$ cat config.mk
export PLATFORM = sky130hd
export DESIGN_NAME = migration_sequencer
export DESIGN_NICKNAME = d
export VERILOG_FILES = /design/src/rtl/migration_sequencer.sv
export SDC_FILE = /design/constraint.sdc
export NUM_CORES = 1
export LEC_CHECK = 0
export CORE_MARGIN = 5
export CORE_UTILIZATION = 33
export DETAILED_ROUTE_END_ITERATION = 6
export GPL_TIMING_DRIVEN = 0
export PLACE_DENSITY = 0.54
export RECOVER_POWER = 50
export SLEW_MARGIN = 40
export SYNTH_ARGS = -nofsm -noshare
export SYNTH_HDL_FRONTEND = slang
export SYNTH_SLANG_ARGS = --single-unit
$ cat constraint.sdc
create_clock -name axis_aclk -period 5.61 [get_ports axis_aclk]
set_input_delay 0.8415 -clock axis_aclk [delete_from_list [all_inputs] [get_ports axis_aclk]]
set_output_delay 0.8415 -clock axis_aclk [all_outputs]
set_load 0.02 [all_outputs]
$ cat src/rtl/migration_sequencer.sv
// rtl/migration_sequencer.sv - stream-migration episode sequencer (optional stats: MIGRATION_SEQ_STATS_EN)
module migration_sequencer #(
  parameter int TIMEOUT_CYCLES = 65536,
  parameter int TMR_WIDTH      = 17
) (
  input  logic       axis_aclk,
  input  logic       axis_reset,
  input  logic       cmd_start,
  input  logic [1:0] cmd_type,
  input  logic [7:0] cmd_port,
  input  logic       cmd_release,
  input  logic       cmd_abort,
  input  logic       migration_ready,
  input  logic       buf_empty,
  input  logic       buf_wr_beat,
  output logic       migration_progress,
  output logic [1:0] buffering_type,
  output logic [7:0] buffering_port,
  output logic       busy,
  output logic       done,
`ifdef MIGRATION_SEQ_STATS_EN
  output logic [31:0] stat_beats,
  output logic [31:0] stat_drain_cycles,
`endif
  output logic       error
);

  typedef enum logic [2:0] {
    S_IDLE   = 3'd0,
    S_ARM    = 3'd1,
    S_BUFFER = 3'd2,
    S_DRAIN  = 3'd3,
    S_DONE   = 3'd4
  } state_t;

  localparam logic [TMR_WIDTH-1:0] WD_LAST = TMR_WIDTH'(TIMEOUT_CYCLES - 1);

  state_t               state;
  state_t               next_state;
  logic [TMR_WIDTH-1:0] wdog;
  logic [TMR_WIDTH-1:0] wdog_d;
  logic [1:0]           type_d;
  logic [7:0]           port_d;
  logic                 error_d;
  logic                 progress_d;
  logic                 busy_d;
  logic                 done_d;
  logic                 start_legal;

  // Only NONE-free types with a non-empty port mask start an episode.
  assign start_legal = ((cmd_type == 2'd1) || (cmd_type == 2'd3)) && (cmd_port != 8'd0);

  // State register.
  always_ff @(posedge axis_aclk) begin
    if (axis_reset) state <= S_IDLE;
    else            state <= next_state;
  end

  // Next-state logic; outputs are derived from the next state so they register with it.
  always_comb begin
    next_state = state;
    type_d     = buffering_type;
    port_d     = buffering_port;
    error_d    = error;
    wdog_d     = '0;
    case (state)
      S_IDLE: begin
        if (cmd_start) begin
          if (start_legal) begin
            next_state = S_ARM;
            type_d     = cmd_type;
            port_d     = cmd_port;
            error_d    = 1'b0;
          end else begin
            error_d = 1'b1;
          end
        end
      end
      S_ARM: begin
        if (cmd_abort) begin
          next_state = S_IDLE;
          error_d    = 1'b1;
        end else begin
          next_state = S_BUFFER;
        end
      end
      S_BUFFER: begin
        if (cmd_abort) begin
          next_state = S_IDLE;
          error_d    = 1'b1;
        end else if (cmd_release) begin
          next_state = S_DRAIN;
        end
      end
      S_DRAIN: begin
        if (cmd_abort) begin
          next_state = S_IDLE;
          error_d    = 1'b1;
        end else if (migration_ready && buf_empty) begin
          // Clean completion wins over a watchdog expiring in the same cycle.
          next_state = S_DONE;
        end else if (wdog == WD_LAST) begin
          next_state = S_DONE;
          error_d    = 1'b1;
        end else begin
          wdog_d = wdog + 1'b1;
        end
      end
      S_DONE: begin
        next_state = S_IDLE;
      end
      default: begin
        next_state = S_IDLE;
      end
    endcase
    if (next_state == S_IDLE) begin
      type_d = 2'd0;
      port_d = 8'd0;
    end
    progress_d = (next_state == S_ARM) || (next_state == S_BUFFER);
    busy_d     = (next_state != S_IDLE);
    done_d     = (next_state == S_DONE);
  end

  // Registered outputs and drain watchdog.
  always_ff @(posedge axis_aclk) begin
    if (axis_reset) begin
      migration_progress <= 1'b0;
      buffering_type     <= 2'd0;
      buffering_port     <= 8'd0;
      busy               <= 1'b0;
      done               <= 1'b0;
      error              <= 1'b0;
      wdog               <= '0;
    end else begin
      migration_progress <= progress_d;
      buffering_type     <= type_d;
      buffering_port     <= port_d;
      busy               <= busy_d;
      done               <= done_d;
      error              <= error_d;
      wdog               <= wdog_d;
    end
  end

`ifdef MIGRATION_SEQ_STATS_EN
  logic start_accept;
  assign start_accept = (state == S_IDLE) && cmd_start && start_legal;

  // Beat counter over the buffering window and drain-length capture on leaving DRAIN.
  always_ff @(posedge axis_aclk) begin
    if (axis_reset || start_accept) begin
      stat_beats        <= 32'd0;
      stat_drain_cycles <= 32'd0;
    end else begin
      if (buf_wr_beat && ((state == S_BUFFER) || (state == S_DRAIN)) &&
          (stat_beats != 32'hFFFF_FFFF)) begin
        stat_beats <= stat_beats + 32'd1;
      end
      if ((state == S_DRAIN) && (next_state != S_DRAIN)) begin
        // wdog counts from 0 on the first DRAIN cycle, so cycles spent is wdog+1.
        stat_drain_cycles <= 32'(wdog) + 32'd1;
      end
    end
  end
`else
  logic unused_beat;
  assign unused_beat = buf_wr_beat;
`endif

endmodule

==> metrics <==
Reg-to-Reg End=wdog[11]$_SDFF_PP0_; CTS Buf Count=5; DR vias=1131; cell taking the most area after synthesis=dfxtp_1; first-pass GRT wire length=4860 um; area of the mapped netlist=1360 um2; height of the die=74.2 um; postcts setup bufs=0; crit path DAT=2.65 ns; Initial Util=34.0%; TritonCTS clock tree=done; most common cell after layout, fill and taps aside=dfxtp_1; ANT cells=0; status=finished clean; Metal-1 WL=1310 um; worst-skew pair later-pin latency=0.28 ns; final wirelength=2960 um; cell count after synthesis=142; post-layout min period=2.49 ns; vias per std cell=4.94; Core ar.=4000 um2; slew margin rel.=58.8%; worst hold path depth=1; count of state elements after synthesis=34; I/O pin total=32; post-CTS sizing=0; static leakage=0.646 nW; library cells used by synthesis=32; share of layout cells above drive strength 1=11.7%; GRT Total Usage=11.6%; Nets=199; CTS sink cnt=34; placed cell count=222; Buffers on Ports=30; worst reg2reg path depth=9; internal reg-to-reg setup slack=3.12 ns; CTS root buffer=clkbuf_8; sequential-to-total area share from yosys stat=50.0%; most frequent cells in the layout=34 x dfxtp_1, 23 x nor2_1, 16 x dlygate4sd3_1; row cnt=23; per-cell routed wire length=12.9 um; ranking of synthesized cells by area=dfxtp_1 50%, a22o_2 6.6%, xnor2_1 6.4%; crit path kind=reg -> reg; power density over cell area=251 nW/um2; Final Max Tran Viols=0; Top Metal Used=met4; Iteration-0 DRC Markers=31; H-tree levels=2; maximum vdd drop=0.158 mV; clk_skew=0.00565 ns; Layout area overhead=31.9%; final setup TNS=0 ns; Synthesis Warnings=0; hpwl dp=2160 um; worst-path fanout max=10; DRT Pass-1 Iters=4; grt ovf=0; die area=5510 um2; hold_sp=error$_SDFFE_PP0P_; post-synth top area share=50.0%; Routed met2 length=1360 um; Clock Path Buffers=2; Reg-to-Reg Start=wdog[7]$_SDFF_PP0_; Worst Tran Pin Value=0.615 ns; Final setup viols=0; CTS Hold Bufs=0; CP Launch Type=register; Cell Count, Final, Fillers Out=229; Die X=74.2 um; worst min path class=reg -> reg; largest net degree at the start of global routing=11; DRC violations left=0; endpoints failing hold=0; ANT nets after route=0; Power Total=0.000451 W; Tcrit/Tclk final=44.4%; max_cap viols=0; Max Freq=401 MHz; routability congestion estimate=0.772; Worst EP required=5.76 ns; Syn Area/Cell=9.59 um2; RSZ-0062 raised after global routing=false; post-synthesis net count=162; clock transition at the registers of the reported paths=0.06 ns; DR WL met3=248 um; critical path endpoint category=register; Hold EP=error$_SDFFE_PP0P_; initial antenna violation count=0; vias in the first global route=1074
==> per-stage QoR <==
step	utilization, %	hold WS, ns	area [um2]	setup slack [ns]
after global routing	44.9	0.489	1800	2.76
final	44.9	0.458	1800	3.12
after global placement	43.1	0.439	1720	2.96
after detailed placement	43.1	0.454	1720	2.95
after floorplan	-	0.430	1360	3.58
after CTS	45.0	0.469	1800	3.06
==> where the power goes <==
| part | total, W | internal [W] | switching, W |
|---|---|---|---|
| registers | 0.000248 | 0.000246 | 0.00000186 |
| logic | 0.0000388 | 0.0000220 | 0.0000169 |
| clock network | 0.000165 | 0.0000853 | 0.0000798 |
| total | 0.000451 | 0.000353 | 0.0000985 |
==> per-layer routing <==
layer	vias up	GRT usage, %
li1	569	-
met1	531	12.9
met2	26	19.5
met3	5	5.27
met4	0	4.55
met5	-	0
==> sequential cells by signal (all words and copies together) (netlist names) <==
| signal | flops |
|---|---|
| wdog | 17 |
| buffering_type | 2 |
| buffering_port | 8 |
| error | 1 |
| busy | 1 |
| done | 1 |
| state | 3 |
| migration_progress | 1 |
==> cells in the mapped netlist, drive strengths merged <==
library cell  count
nor3              6
o21a              2
nand4             4
clkbuf            2
nand3             5
a31oi             2
nor4              5
buf               2
and3              1
nor2             23
and2              1
nor2b             1
inv               7
mux2              2
a211oi            3
a21oi             5
xor2              1
ha                2
dfxtp            34
nor3b             2
o21ai             1
and2b             1
a22o              9
nand2             5
xnor2            10
o211a             1
nand3b            1
or2               2
or3               1
a31o              1
==> cells by family (layout without fill, tap and decap cells) <==
logic type      count (synthesis)  in the layout  synth area share (%)
mux                             2              2                  1.65
compound gates                 24             24                  14.2
simple gates                   58             58                  21.0
flops                          34             34                  50.0
xor+xnor                       11             11                  7.08
fa+ha+maj                       2              2                  1.84
buf+inv                        11             48                  4.14
==> worst max-delay path, cell delays in order, from the launching register on <==
cell and delay [ns]:
dfxtp_1 0.41, nand4_1 0.20, nor2_1 0.24, nand2_1 0.08
nor4_1 0.27, ha_1 0.23, a21oi_1 0.10, nand4_1 0.35
clkbuf_1 0.39, nor2_1 0.10
==> worst max-delay path by stage <==
| stage | startpoint | to | depth (start not counted) |
|---|---|---|---|
| 4_1_cts | wdog[7]$_SDFF_PP0_ | wdog[11]$_SDFF_PP0_ | 9 |
| 5_1_grt | wdog[0]$_SDFF_PP0_ | wdog[11]$_SDFF_PP0_ | 8 |
| 3_3_place_gp | axis_reset | wdog[2]$_SDFF_PP0_ | 5 |
| 2_1_floorplan | wdog[7]$_SDFF_PP0_ | wdog[11]$_SDFF_PP0_ | 9 |
| 6_report | wdog[7]$_SDFF_PP0_ | wdog[11]$_SDFF_PP0_ | 9 |
| 3_5_place_dp | axis_reset | wdog[11]$_SDFF_PP0_ | 5 |
==> layout make-up <==
cell class,instances,area [um2]
Timing Repair Buffer,30,300
Clock buffer,7,76.3
Multi-Input combinational cell,97,619
Buffer,4,30.0
Fill cell,390,2200
Tap cell,50,62.6
Inverter,7,26.3
Sequential cell,34,681
(Power assumes the default switching activity.)
